**src/rtl/bridge_pkg.sv**
```systemverilog
// Shared definitions for the multi-slave system bridge.
//   - FSM state encoding (IDLE / WAIT / RESP)
//   - default address map (DM, TIMER0, TIMER1)
//   - pack_map(): packs three 32-bit addresses into the BASE/LIMIT vector
//     layout (slave i in bits [32i+31:32i])
package bridge_pkg;

  localparam logic [1:0] IDLE = 2'd0;
  localparam logic [1:0] WAIT = 2'd1;
  localparam logic [1:0] RESP = 2'd2;

  localparam logic [31:0] DM_BASE      = 32'h0000_0000;
  localparam logic [31:0] DM_LIMIT     = 32'h0000_2fff;
  localparam logic [31:0] TIMER0_BASE  = 32'h0000_7f00;
  localparam logic [31:0] TIMER0_LIMIT = 32'h0000_7f0b;
  localparam logic [31:0] TIMER1_BASE  = 32'h0000_7f10;
  localparam logic [31:0] TIMER1_LIMIT = 32'h0000_7f1b;

  function automatic logic [95:0] pack_map(input logic [31:0] s0,
                                           input logic [31:0] s1,
                                           input logic [31:0] s2);
    return {s2, s1, s0};
  endfunction

  localparam logic [95:0] DEF_BASE  = pack_map(DM_BASE, TIMER0_BASE, TIMER1_BASE);
  localparam logic [95:0] DEF_LIMIT = pack_map(DM_LIMIT, TIMER0_LIMIT, TIMER1_LIMIT);

endpackage

```
**src/rtl/multi_slave_bridge_if.sv**
```systemverilog
// Bus interfaces of the multi-slave bridge.
//   bridge_cpu_if : CPU data port. master = CPU, slave = bridge.
//     cpu_req/addr/byteen/wdata in, cpu_rdata/ready/err/busy out (bridge view).
//   bridge_slv_if : peripheral side. master = bridge, slave = peripherals.
//     slv_req (one-hot), slv_addr, slv_byteen (per lane), slv_wdata out;
//     slv_rdata (per lane), slv_ready (per lane) in (bridge view).
interface bridge_cpu_if;
  logic        cpu_req;
  logic [31:0] cpu_addr;
  logic [3:0]  cpu_byteen;
  logic [31:0] cpu_wdata;
  logic [31:0] cpu_rdata;
  logic        cpu_ready;
  logic        cpu_err;
  logic        cpu_busy;

  modport master (output cpu_req, cpu_addr, cpu_byteen, cpu_wdata,
                  input  cpu_rdata, cpu_ready, cpu_err, cpu_busy);
  modport slave  (input  cpu_req, cpu_addr, cpu_byteen, cpu_wdata,
                  output cpu_rdata, cpu_ready, cpu_err, cpu_busy);
endinterface

interface bridge_slv_if #(parameter int NUM_SLAVES = 3);
  logic [NUM_SLAVES-1:0]    slv_req;
  logic [31:0]              slv_addr;
  logic [4*NUM_SLAVES-1:0]  slv_byteen;
  logic [31:0]              slv_wdata;
  logic [32*NUM_SLAVES-1:0] slv_rdata;
  logic [NUM_SLAVES-1:0]    slv_ready;

  modport master (output slv_req, slv_addr, slv_byteen, slv_wdata,
                  input  slv_rdata, slv_ready);
  modport slave  (input  slv_req, slv_addr, slv_byteen, slv_wdata,
                  output slv_rdata, slv_ready);
endinterface

```
**src/rtl/bridge_addr_decoder.sv**
```systemverilog
// Combinational address decoder for the bridge.
//   addr : byte address to decode
//   hit  : address falls inside at least one window
//   idx  : index of the matching window (lowest index wins on overlap)
module bridge_addr_decoder #(
  parameter int                       NUM_SLAVES = 3,
  parameter int                       IW         = 2,
  parameter logic [32*NUM_SLAVES-1:0] BASE       = '0,
  parameter logic [32*NUM_SLAVES-1:0] LIMIT      = '0
) (
  input  logic [31:0]   addr,
  output logic          hit,
  output logic [IW-1:0] idx
);

  logic [NUM_SLAVES-1:0] lane_hit;

  // base <= addr <= limit expressed as one unsigned offset compare, which
  // also avoids a constant-true compare when a window starts at 0.
  for (genvar i = 0; i < NUM_SLAVES; i++) begin : g_lane
    localparam logic [31:0] B    = BASE[32*i +: 32];
    localparam logic [31:0] SPAN = LIMIT[32*i +: 32] - B;
    logic [31:0] off;
    assign off         = addr - B;
    assign lane_hit[i] = (off <= SPAN);
  end

  // Scan high to low so the lowest matching index is the one left standing.
  always_comb begin
    hit = |lane_hit;
    idx = '0;
    for (int i = NUM_SLAVES - 1; i >= 0; i--)
      if (lane_hit[i]) idx = IW'(i);
  end

endmodule

```
**src/rtl/multi_slave_bridge.sv**
```systemverilog
// Registered bridge between the CPU data port and NUM_SLAVES memory-mapped
// slaves. One outstanding request: decode -> WAIT on the selected slave's
// ready (bounded by TIMEOUT) -> one-cycle RESP with registered data/error.
//   clk   : system clock
//   reset : asynchronous active-low reset
//   cpu   : CPU port (bridge_cpu_if.slave)
//   slv   : slave fan-out (bridge_slv_if.master)
// All slv_* outputs come from latched registers or the state register, so
// there is no combinational path from cpu_* to slv_*.
module multi_slave_bridge
  import bridge_pkg::*;
#(
  parameter int                       NUM_SLAVES = 3,
  parameter logic [32*NUM_SLAVES-1:0] BASE       = DEF_BASE,
  parameter logic [32*NUM_SLAVES-1:0] LIMIT      = DEF_LIMIT,
  parameter int                       TIMEOUT    = 16,
  parameter int                       CW         = 5
) (
  input  logic        clk,
  input  logic        reset,
  bridge_cpu_if.slave cpu,
  bridge_slv_if.master slv
);

  localparam int IW = (NUM_SLAVES > 1) ? $clog2(NUM_SLAVES) : 1;

  logic [1:0]    state_q, state_d;
  logic [IW-1:0] idx_q, idx_d;
  logic [31:0]   addr_q, addr_d;
  logic [31:0]   wdata_q, wdata_d;
  logic [3:0]    byteen_q, byteen_d;
  logic [31:0]   rdata_q, rdata_d;
  logic [CW-1:0] cnt_q, cnt_d;
  logic          err_q, err_d;

  logic          dec_hit;
  logic [IW-1:0] dec_idx;
  logic          sel_ready;
  logic [31:0]   sel_rdata;
  logic [NUM_SLAVES-1:0] lane_sel;

  bridge_addr_decoder #(
    .NUM_SLAVES (NUM_SLAVES),
    .IW         (IW),
    .BASE       (BASE),
    .LIMIT      (LIMIT)
  ) u_dec (
    .addr (cpu.cpu_addr),
    .hit  (dec_hit),
    .idx  (dec_idx)
  );

  // Only the latched slave's ready/rdata are looked at; other lanes are ignored.
  always_comb begin
    sel_ready = 1'b0;
    sel_rdata = '0;
    for (int i = 0; i < NUM_SLAVES; i++)
      if (idx_q == IW'(i)) begin
        sel_ready = slv.slv_ready[i];
        sel_rdata = slv.slv_rdata[32*i +: 32];
      end
  end

  always_comb begin
    state_d  = state_q;
    idx_d    = idx_q;
    addr_d   = addr_q;
    wdata_d  = wdata_q;
    byteen_d = byteen_q;
    rdata_d  = rdata_q;
    cnt_d    = cnt_q;
    err_d    = err_q;
    case (state_q)
      IDLE: if (cpu.cpu_req) begin
        if (dec_hit) begin
          idx_d    = dec_idx;
          addr_d   = cpu.cpu_addr;
          wdata_d  = cpu.cpu_wdata;
          byteen_d = cpu.cpu_byteen;
          cnt_d    = '0;
          state_d  = WAIT;
        end else begin
          err_d   = 1'b1;
          rdata_d = '0;
          state_d = RESP;
        end
      end
      WAIT: begin
        // Ready is tested first so a reply on the threshold cycle still wins.
        if (sel_ready) begin
          rdata_d = (byteen_q == 4'h0) ? sel_rdata : 32'h0;
          err_d   = 1'b0;
          state_d = RESP;
        end else if (cnt_q == CW'(TIMEOUT - 1)) begin
          rdata_d = '0;
          err_d   = 1'b1;
          state_d = RESP;
        end else begin
          cnt_d = cnt_q + 1'b1;
        end
      end
      RESP:    state_d = IDLE;
      default: state_d = IDLE;
    endcase
  end

  always_ff @(posedge clk or negedge reset) begin
    if (!reset) begin
      state_q  <= IDLE;
      idx_q    <= '0;
      addr_q   <= '0;
      wdata_q  <= '0;
      byteen_q <= '0;
      rdata_q  <= '0;
      cnt_q    <= '0;
      err_q    <= 1'b0;
    end else begin
      state_q  <= state_d;
      idx_q    <= idx_d;
      addr_q   <= addr_d;
      wdata_q  <= wdata_d;
      byteen_q <= byteen_d;
      rdata_q  <= rdata_d;
      cnt_q    <= cnt_d;
      err_q    <= err_d;
    end
  end

  // Lane strobes decode from state_q, so reset drops them asynchronously.
  for (genvar i = 0; i < NUM_SLAVES; i++) begin : g_out
    assign lane_sel[i]                = (state_q == WAIT) && (idx_q == IW'(i));
    assign slv.slv_byteen[4*i +: 4]   = lane_sel[i] ? byteen_q : 4'h0;
  end

  assign slv.slv_req   = lane_sel;
  assign slv.slv_addr  = addr_q;
  assign slv.slv_wdata = wdata_q;

  assign cpu.cpu_rdata = rdata_q;
  assign cpu.cpu_ready = (state_q == RESP);
  assign cpu.cpu_err   = (state_q == RESP) && err_q;
  assign cpu.cpu_busy  = (state_q != IDLE);

endmodule

```
**src/flat_wrapper.sv**
```systemverilog
// flat-port wrapper written by rule: the top's interface ports become plain ports
module multi_slave_bridge_flat import bridge_pkg::*;
#(
  parameter int                       NUM_SLAVES = 3,
  parameter logic [32*NUM_SLAVES-1:0] BASE       = DEF_BASE,
  parameter logic [32*NUM_SLAVES-1:0] LIMIT      = DEF_LIMIT,
  parameter int                       TIMEOUT    = 16,
  parameter int                       CW         = 5
)
  (clk, reset, cpu_cpu_req, cpu_cpu_addr, cpu_cpu_byteen, cpu_cpu_wdata, cpu_cpu_rdata, cpu_cpu_ready, cpu_cpu_err, cpu_cpu_busy, slv_slv_req, slv_slv_addr, slv_slv_byteen, slv_slv_wdata, slv_slv_rdata, slv_slv_ready);
  bridge_cpu_if cpu_i ();
  bridge_slv_if #(.NUM_SLAVES(NUM_SLAVES)) slv_i ();
  input  logic clk;
  input  logic reset;
  input wire logic [$bits(cpu_i.cpu_req)-1:0] cpu_cpu_req;
  input wire logic [$bits(cpu_i.cpu_addr)-1:0] cpu_cpu_addr;
  input wire logic [$bits(cpu_i.cpu_byteen)-1:0] cpu_cpu_byteen;
  input wire logic [$bits(cpu_i.cpu_wdata)-1:0] cpu_cpu_wdata;
  output wire logic [$bits(cpu_i.cpu_rdata)-1:0] cpu_cpu_rdata;
  output wire logic [$bits(cpu_i.cpu_ready)-1:0] cpu_cpu_ready;
  output wire logic [$bits(cpu_i.cpu_err)-1:0] cpu_cpu_err;
  output wire logic [$bits(cpu_i.cpu_busy)-1:0] cpu_cpu_busy;
  output wire logic [$bits(slv_i.slv_req)-1:0] slv_slv_req;
  output wire logic [$bits(slv_i.slv_addr)-1:0] slv_slv_addr;
  output wire logic [$bits(slv_i.slv_byteen)-1:0] slv_slv_byteen;
  output wire logic [$bits(slv_i.slv_wdata)-1:0] slv_slv_wdata;
  input wire logic [$bits(slv_i.slv_rdata)-1:0] slv_slv_rdata;
  input wire logic [$bits(slv_i.slv_ready)-1:0] slv_slv_ready;
  assign cpu_i.cpu_req = cpu_cpu_req;
  assign cpu_i.cpu_addr = cpu_cpu_addr;
  assign cpu_i.cpu_byteen = cpu_cpu_byteen;
  assign cpu_i.cpu_wdata = cpu_cpu_wdata;
  assign cpu_cpu_rdata = cpu_i.cpu_rdata;
  assign cpu_cpu_ready = cpu_i.cpu_ready;
  assign cpu_cpu_err = cpu_i.cpu_err;
  assign cpu_cpu_busy = cpu_i.cpu_busy;
  assign slv_slv_req = slv_i.slv_req;
  assign slv_slv_addr = slv_i.slv_addr;
  assign slv_slv_byteen = slv_i.slv_byteen;
  assign slv_slv_wdata = slv_i.slv_wdata;
  assign slv_i.slv_rdata = slv_slv_rdata;
  assign slv_i.slv_ready = slv_slv_ready;
  multi_slave_bridge #(.NUM_SLAVES(NUM_SLAVES), .BASE(BASE), .LIMIT(LIMIT), .TIMEOUT(TIMEOUT), .CW(CW)) u_core (.clk(clk), .reset(reset), .cpu(cpu_i), .slv(slv_i));
endmodule
```
**config.mk**
```make
export PLATFORM = sky130hd
export DESIGN_NAME = multi_slave_bridge_flat
export DESIGN_NICKNAME = d
export VERILOG_FILES = /design/src/rtl/bridge_pkg.sv /design/src/rtl/multi_slave_bridge_if.sv /design/src/rtl/bridge_addr_decoder.sv /design/src/rtl/multi_slave_bridge.sv /design/src/flat_wrapper.sv
export SDC_FILE = /design/constraint.sdc
export NUM_CORES = 1
export LEC_CHECK = 0
export ABC_AREA = 1
export ABC_CLOCK_PERIOD_IN_PS = 2900
export CORE_UTILIZATION = 46
export CTS_CLUSTER_SIZE = 14
export DETAILED_ROUTE_END_ITERATION = 10
export GPL_TIMING_DRIVEN = 1
export PLACE_DENSITY = 0.93
export REMOVE_ABC_BUFFERS = 1
export SYNTH_ARGS = -nofsm -noshare
export SYNTH_HDL_FRONTEND = slang
export SYNTH_SLANG_ARGS = --single-unit
```
**constraint.sdc**
```tcl
create_clock -name clk -period 2.9 [get_ports clk]
set_input_delay 0.58 -clock clk [delete_from_list [all_inputs] [get_ports clk]]
set_output_delay 0.58 -clock clk [all_outputs]
set_load 0.005 [all_outputs]
```
After elaboration in Yosys (flattened, before gate mapping)
Index checks and enable logic that the tools add are counted.

operators by class
  add/subtract/negate cells = 3
  magnitude comparators = 3
  eq/ne operators = 11
  muxes and demuxes = 33
  reductions and logical operators = 14

operator list
  cell                      number
  $mux W32                  8
  $le A32 B4 Y1 const B     2
  $pmux W32 S2              1
  $sub A32 B15 Y32 const B  2
  $le A32 B14 Y1 const B    1
  $mux W5                   4
  $mux W2                   7
  $mux W4                   3
  $pmux W5 S2               1
  $ne A2 B2 Y1 const B      4
  $mux W1                   7
  $add A5 B1 Y5 const B     1
  $eq A5 B4 Y1 const B      1
  $reduce_and A5 Y1         1
  $eq A2 B1 Y1 const B      2
  $eq A2 B2 Y1 const B      2
  $logic_and A1 B1 Y1       4
  $logic_not A2 Y1          2
  $logic_not A4 Y1          1
  $pmux W2 S2               1
  $reduce_and A4 Y1         1
  $reduce_bool A2 Y1        2
  $ne A3 B1 Y1 const B      1
  $reduce_and A3 Y1         1
  other kinds (4)           4

word-level totals
  register bits after elaboration = 110
  output and inout port bits = 114

Longest topological paths before layout
Gate-level depths: netlist (run 1).

  word-level depth = 7
  depth in mapped cells = 19

Cells and area by module
A second synthesis (run 1) with hierarchy kept.

second synthesis, totals
  cells, all modules = 982
  area total of the unflattened synthesis = 6680.2 µm²

modules (own cells, without submodules)
  module               times used  cells an instance  area each (µm²)  sequential area each (µm²)
  multi_slave_bridge   1           675                5333.9           2752.6
  bridge_addr_decoder  1           307                1346.3           0.0

Least setup slack after synthesis (run 1)
OpenSTA, ideal clock, no wires.

  path type = input to register
  from = input cpu_cpu_addr[14]
  to = register u_core.addr_q[22] (netlist: u_core.slv.slv_addr[22])
  setup time = 120 ps
  arrival = 2180 ps
  data required time = 2780 ps
  setup slack = 600 ps
  stages on the path = 12
  buffers on the path = 2
  cell sequence = buf_2 > nand2_1 > nor2_1 > nand3_1 > nand2_1 > xor2_1 > nand3_1 > nor2_1 > nand4_4 > nand2_4 > buf_2 > nor2_1

on the way
  cells in the longest elaborated chain, start to end = 4

RTL lines
  item                           line                       text
  start, declared                flat_wrapper.sv:16         input wire logic [$bits(cpu_i.cpu_addr)-1:0] cpu_cpu_addr;
  $sub A32 B15 Y32               bridge_addr_decoder.sv:24  assign off = addr - B;
  $le A32 B4 Y1                  bridge_addr_decoder.sv:25  assign lane_hit[i] = (off <= SPAN);
  $reduce_or A3 Y1 *             bridge_addr_decoder.sv:30  hit = |lane_hit;
  $reduce_and A3 Y1 (no line) *  n/a
  end signal, assigned           multi_slave_bridge.sv:120  addr_q <= addr_d;
  end, declared                  multi_slave_bridge.sv:29   logic [31:0] addr_q, addr_d;

Every way passes the cells marked *; elsewhere a longest branch is shown, timed or not.
A chain may end at the register's enable or synchronous reset.

Worst setup path in the final report (run 1)
  from = register u_core.state_q[1]
  to = output slv_slv_byteen[10]

on the way
  cells in the longest elaborated chain, start to end = 3

RTL lines
  item                    line                       text
  start, declared         multi_slave_bridge.sv:27   logic [1:0] state_q, state_d;
  start signal, assigned  multi_slave_bridge.sv:118  state_q <= state_d;
  $eq A2 B1 Y1            multi_slave_bridge.sv:131  assign lane_sel[i] = (state_q == WAIT) && (idx_q == IW'(i));
  $logic_and A1 B1 Y1     multi_slave_bridge.sv:131
  $mux W4                 multi_slave_bridge.sv:132  assign slv.slv_byteen[4*i +: 4] = lane_sel[i] ? byteen_q : 4'h0;
  end, declared           flat_wrapper.sv:25         output wire logic [$bits(slv_i.slv_byteen)-1:0] slv_slv_byteen;

No other way between the ends.

==> results.md, run 1 <==
* Setup WS post-layout at 117 ps
* Area of the multi-input gates at 3110 sq um
* Die H at 118 um
* # rows at 42
* First-pass GRT wire length at 35600 um
* Vias in the first global route at 7188
* Area delta synth->final at 65.0%
* Vias per std cell at 5.16
* Slew headroom at 0.629
* Critical path endpoint category: output port
* H-tree Lvls at 3
* Most common cell after layout, fill and taps aside: nand2_1
* Reg area at 2750 sq um
* Crit path max fanout at 11
* Total core area at 13200 sq um
* IO buf count at 283
* Critical Path RT at 2320 ps
* PwrDens at 323 nW/um^2
* WS Path Type: reg -> out
* Placer Congestion at 0.935
* Max Freq at 0.359 GHz
* Die ar. at 14000 sq um
* Met1 track demand over resource at 0.379
* DRT iter0 DRCs at 558
* Drt wl/cell at 16.0 um
* Placed cells at 1423
* Root Buffer Master: clkbuf_16
* Detailed Place HPWL at 16900 um
* Sequential share of the synthesized area at 0.442
* Post-synth ARST share at 1.00
* Worst-Skew Late Latency at 360 ps
* Antenna viol nets, final at 0
* Final Core Density at 0.776
* Post-synthesis instance area at 6230 sq um
* Final Non-Filler Cells at 1444
* Fin crit period at 2780 ps
* CTS clock-pin slew for the worst setup and hold paths at 90 ps
* Worst VDD drop at 0.000313 V
* Post-synth top flop: dfrtp_1
* Avg Cell Area, Syn at 6.76 sq um
* CTS tree: done
* Gr ovfl total at 0
* Synth area leaders: dfrtp_1 (44%), nand2_1 (26%), nand3_1 (9.0%)
* # clock sinks at 110
* Dpl ws at -329 ps
* Final period utilization at 0.960
* Initial antenna violation count at 1
* Worst Skew at 15.6 ps
* Leak Pwr at 0.00519 uW
* Final layout net count at 1434
* Final Setup Violations at 0
* Synth area leader: dfrtp_1
* CP startpoint kind: flop
* Die X at 118 um
* Layout cells sized above 1 at 0.104
* Drc violations at 0
* Global Route Usage Sum at 0.323
* Yosys cell types at 31
* Max cap viols at 0
* Initial Util at 0.470
* Filler cell count at 887
* CTS buffer count at 9
* Clk buf depth at 2
* Number of synthesized register bits at 110
* Min-delay worst type: in -> async
* Yosys warning count at 0
* Worst slew pin tran at 556 ps
* Outcome: complete, no violations
* 1st-pass router iterations at 5
* Routed wire length at 23000 um
* Design Power at 3320 uW
* Slew Viols, Final at 0
* Via count at 7450
* Synth Instances at 921
* Pin count of the biggest net entering global routing at 48
* Grt peak-use layer: met2
* CP Data Arrival Time at 2200 ps
* I/O pin cnt at 284
* Most frequent cells in the layout: nand2_1 (426), clkdlybuf4s50_1 (282), nand3_1 (110), dfrtp_1 (110), nor2_1 (88)
* Met2 Resource Use GR at 0.574
* Final Hold Fails at 0
* Synth top area share at 0.442
* EDFF count, synth at 0
* Met3 usage at 0.0574
## repair_timing
action / CTS / global route
hold buffers: 0 / 0
resized for setup: 0 / 17
buffers inserted: 0 / 1
endpoints found under the setup margin: 0 / 108
## cells by family (layout without fill, tap and decap cells)
logic type | Yosys count | in the layout | synth area share
AND/OR/NAND/NOR | 677 | 677 | 0.458
flip-flops | 110 | 110 | 0.442
other | 0 | 1 | 0
buffers and inverters | 111 | 457 | 0.0733
AO/OA/AOI/OAI | 14 | 14 | 0.0127
XOR/XNOR | 7 | 7 | 0.00985
adder cells (fa/ha/maj) | 2 | 2 | 0.00402
## routing by layer
metal  vias to the layer above  share of wire
met5                         -              0
met4                         0          0.037
met3                        64          0.065
met2                       347           0.51
met1                      3486           0.39
li1                       3553              -
## cell type report
class | instances | area share
Timing Repair Buffer | 365 | 0.349
Multi-Input combinational cell | 700 | 0.303
Sequential cell | 110 | 0.268
Inverter | 76 | 0.0280
Clock buffer | 9 | 0.0219
Tap cell | 176 | 0.0214
Clock inverter | 7 | 0.00865
Antenna cell | 1 | 0.000244
## metrics by stage
stage               area [sq um]  setup TNS (ps)  hold WS (ps)
finish                     10300               0           197
global route               10300            -582           222
CTS                        10100               0           202
detailed placement          9800          -23570           457
global placement            9800          -22910           452
floorplan                   6060           -1980           284
## state kept, by name (all words and copies together) (netlist names)
| signal | count |
|---|---|
| u_core.err_q | 1 |
| u_core.slv.slv_wdata | 32 |
| u_core.byteen_q | 4 |
| u_core.idx_q | 2 |
| u_core.slv.slv_addr | 32 |
| u_core.cpu.cpu_rdata | 32 |
| u_core.cnt_q | 5 |
| u_core.state_q | 2 |
## Yosys cell counts (5+ instances only)
cell type and n:
buf_4 9, nand3_1 112, dfrtp_1 110, nor2_2 5, xor2_1 6, clkbuf_1 21
nand2_1 429, nor2_1 93, nand4_1 18, buf_2 5, inv_2 5, o21ai_1 7
inv_1 71
## power breakdown
part / switching [uW] / total [uW] / internal (uW)
sequential: 3.57 / 1540 / 1540
combinational: 200 / 495 / 295
clock: 659 / 1290 / 627
total: 862 / 3320 / 2460
## path summary, 6_finish.rpt
check | from | endpoint | slack, ps | cells after the start
max in group asynchronous | reset | u_core.slv.slv_wdata[4] | 2000 | 2
setup / recovery | u_core.state_q[1] | slv_slv_byteen[10] | 120 | 6
min in group clk | u_core.cpu.cpu_rdata[21] | u_core.cpu.cpu_rdata[21] | 470 | 2
setup reg to reg | u_core.idx_q[1] | u_core.cpu.cpu_rdata[0] | 840 | 12
hold reg to reg | u_core.cpu.cpu_rdata[21] | u_core.cpu.cpu_rdata[21] | 470 | 2
hold / removal | reset | u_core.slv.slv_addr[8] | 200 | 1
## critical path, cell delays in order (launching register included)
cell and delay [ps]:
dfrtp_1 390, inv_1 120, nand2_1 260, nor2_1 260, inv_1 150, nor2_1 140, clkdlybuf4s50_1 510
No activity file was read; power rests on OpenSTA's default activity.
==> run 2, diff against run 1 <==
Settings changed: CAP_MARGIN set to 40, CORE_MARGIN set to 3.
==> run 2 against run 1 <==
- worst setup slack worse by 26 ps
- cell area increased by 0.18%
- critical endpoint is now u_core.cpu.cpu_rdata[0]
- register-to-register slack hardly changed
- clock-buffer cell count rose by 3
- largest cell class unchanged
- first-iteration DRC count up 32%
- largest power group unchanged
- clock power about the same
- critical path type is now in -> reg
- combinational power rose by 1%
==> results.md, run 2 (same netlist as run 1, synthesis figures left out) <==
* Outcome: complete, no violations
* Final layout net count at 1445 (+0.77%)
* # clock sinks at 110 (unchanged)
* Met1 wire length at 8740 um (-2.6%)
* Final Core Density at 0.796 (+0.0204)
* CTS hold repair buffers at 0 (unchanged)
* CTS clock-pin slew for the worst setup and hold paths at 80 ps (about the same)
* Worst VDD drop at 0.000323 V (+3.1%)
* Total core area at 12900 sq um (-2.4%)
* Initial antenna violation count at 3 (+2)
* Clk buf depth at 2 (unchanged)
* CTS buffer count at 9 (unchanged)
* Design area at 10300 sq um (+0.18%)
* First-pass GRT wire length at 38100 um (+6.9%)
* Drt wl/cell at 17.1 um (+6.9%)
* Most frequent cells in the layout: nand2_1 (425), clkdlybuf4s50_1 (279), nand3_1 (110), dfrtp_1 (110), buf_4 (86)
* Die X at 122 um (+3.4%)
* Area of the multi-input gates at 3090 sq um (-0.68%)
* IO buf count at 283 (unchanged)
* Fin crit period at 2810 ps (+25.8 ps)
* Worst slew pin tran at 648 ps (+92.1 ps)
* Critical path endpoint category: flop
* FF-to-FF setup slack at 830 ps (about the same)
* Routed wire length at 24800 um (+7.5%)
* Drc violations at 0 (unchanged)
* Slew Viols, Final at 0 (unchanged)
* Met2 wire len at 12400 um (+6.1%)
* Die H at 122 um (+3.4%)
* Crit path max fanout at 13 (+2)
* Vias in the first global route at 7775 (+8.2%)
* Global Route Usage Sum at 0.327 (+0.00421)
* Final Setup Violations at 0 (unchanged)
* Initial Util at 0.482 (+0.0115)
* RR Startpoint: u_core.idx_q[1]
* Critical Path RT at 3140 ps (+820 ps)
* CTS tree: done
* Worst Skew at 10.3 ps (-5.31 ps)
* Vias per std cell at 5.23 (+1.3%)
* Setup TNS at 0 ps (unchanged)
* Layout cells sized above 1 at 0.113 (+0.00928)
* Hold WS at 239 ps (+41.8 ps)
* Met3 wire length at 2370 um (+59%)
* Post-DP Area at 9860 sq um (+0.66%)
* CP Data Arrival Time at 3050 ps (+850 ps)
* Area delta synth->final at 65.3%
* Antenna viol nets, final at 0 (unchanged)
* Max Freq at 0.356 GHz (-0.92%)
* Die ar. at 15000 sq um (+6.9%)
* 1st-pass router iterations at 5 (unchanged)
* I/O pin cnt at 284 (unchanged)
* Final period utilization at 0.969 (+0.00890)
* RR Endpoint: u_core.cpu.cpu_rdata[14]
* Pin count of the biggest net entering global routing at 50 (+4.2%)
* Top Layer Used: met4
* Max cap viols at 0 (unchanged)
* Detailed Place HPWL at 18800 um (+11%)
* Design Power at 3350 uW (+0.99%)
* # rows at 41 (-2.4%)
* Worst-Skew Late Latency at 360 ps (about the same)
* Reg area at 2750 sq um (unchanged)
* Placer Congestion at 0.982 (+4.9%)
* H-tree Lvls at 3 (unchanged)
* DRT iter0 DRCs at 738 (+32%)
* RSZ-0062 raised after global routing: true
* Min-delay worst type: in -> async
* PwrDens at 326 nW/um^2 (+0.80%)
* CP startpoint kind: primary input
* Worst r2r path cells at 12 (unchanged)
* Gr ovfl total at 0 (unchanged)
* Leak Pwr at 0.00523 uW (+0.91%)
* Root Buffer Master: clkbuf_16
* WS Path Type: in -> reg
* Filler cell count at 877 (-1.1%)
* Slew headroom at 0.568 (-0.0614)
* Most common cell after layout, fill and taps aside: nand2_1
* Final Hold Fails at 0 (unchanged)
* Via count at 7593 (+1.9%)
[run 2: layout make-up]
class / count / share of cell area
sequential: 110 / 0.267
antenna: 3 / 0.000729
clock inverter: 4 / 0.00523
multi-input combinational: 700 / 0.300
inverter: 76 / 0.0277
timing repair buffer: 376 / 0.353
clock buffer: 12 / 0.0249
tap: 172 / 0.0209
[run 2: layer usage]
layer  global-route usage  vias to the layer above
met2                0.580                      427
li1                     -                     3559
met1                0.357                     3528
met3               0.0982                       79
met5                    0                        -
met4                0.154                        0
[run 2: worst max-delay path by stage]
stage / cells after the start / end / slack, ps / from
finish: 19 / u_core.cpu.cpu_rdata[0] / 90 / cpu_cpu_addr[16]
global route: 20 / u_core.cpu.cpu_rdata[0] / -7 / cpu_cpu_addr[9]
CTS: 18 / u_core.cpu.cpu_rdata[5] / 80 / cpu_cpu_addr[8]
detailed placement: 17 / u_core.cpu.cpu_rdata[5] / -260 / cpu_cpu_addr[8]
global placement: 17 / u_core.cpu.cpu_rdata[8] / -210 / cpu_cpu_addr[18]
floorplan: 11 / u_core.byteen_q[0] / -60 / cpu_cpu_addr[6]
[run 2: report_power, final]
group / internal [uW] / switching, uW / leakage [uW]
clock: 724 / 592 / 0.000151
combinational: 299 / 201 / 0.00367
sequential: 1540 / 2.37 / 0.00141
[run 2: timing repair]
item,CTS,global route
gates resized for setup,0,19
buffers inserted,0,3
endpoints found under the setup margin,0,107
[run 2: metrics by stage]
step | std cells | worst slack, ps
global placement | 1430 | -208
floorplan | 886 | -57.5
finish | 1453 | 91.3
global route | 1453 | -7.18
CTS | 1446 | 80.8
detailed placement | 1430 | -255
[run 2: worst max-delay path, stage by stage]
cell and delay, ps:
clkdlybuf4s50_1 500, inv_1 110, nand2_1 90, nor2_1 130
nand4_1 270, buf_4 230, nand2_1 50, nand2_1 50
nand2_1 90, inv_1 50, nand2_1 130, nor2_2 70
nand3_1 80, nand3_1 80, nand2_1 130, nand2_4 110
buf_12 170, nand2_1 70, nand2_1 60
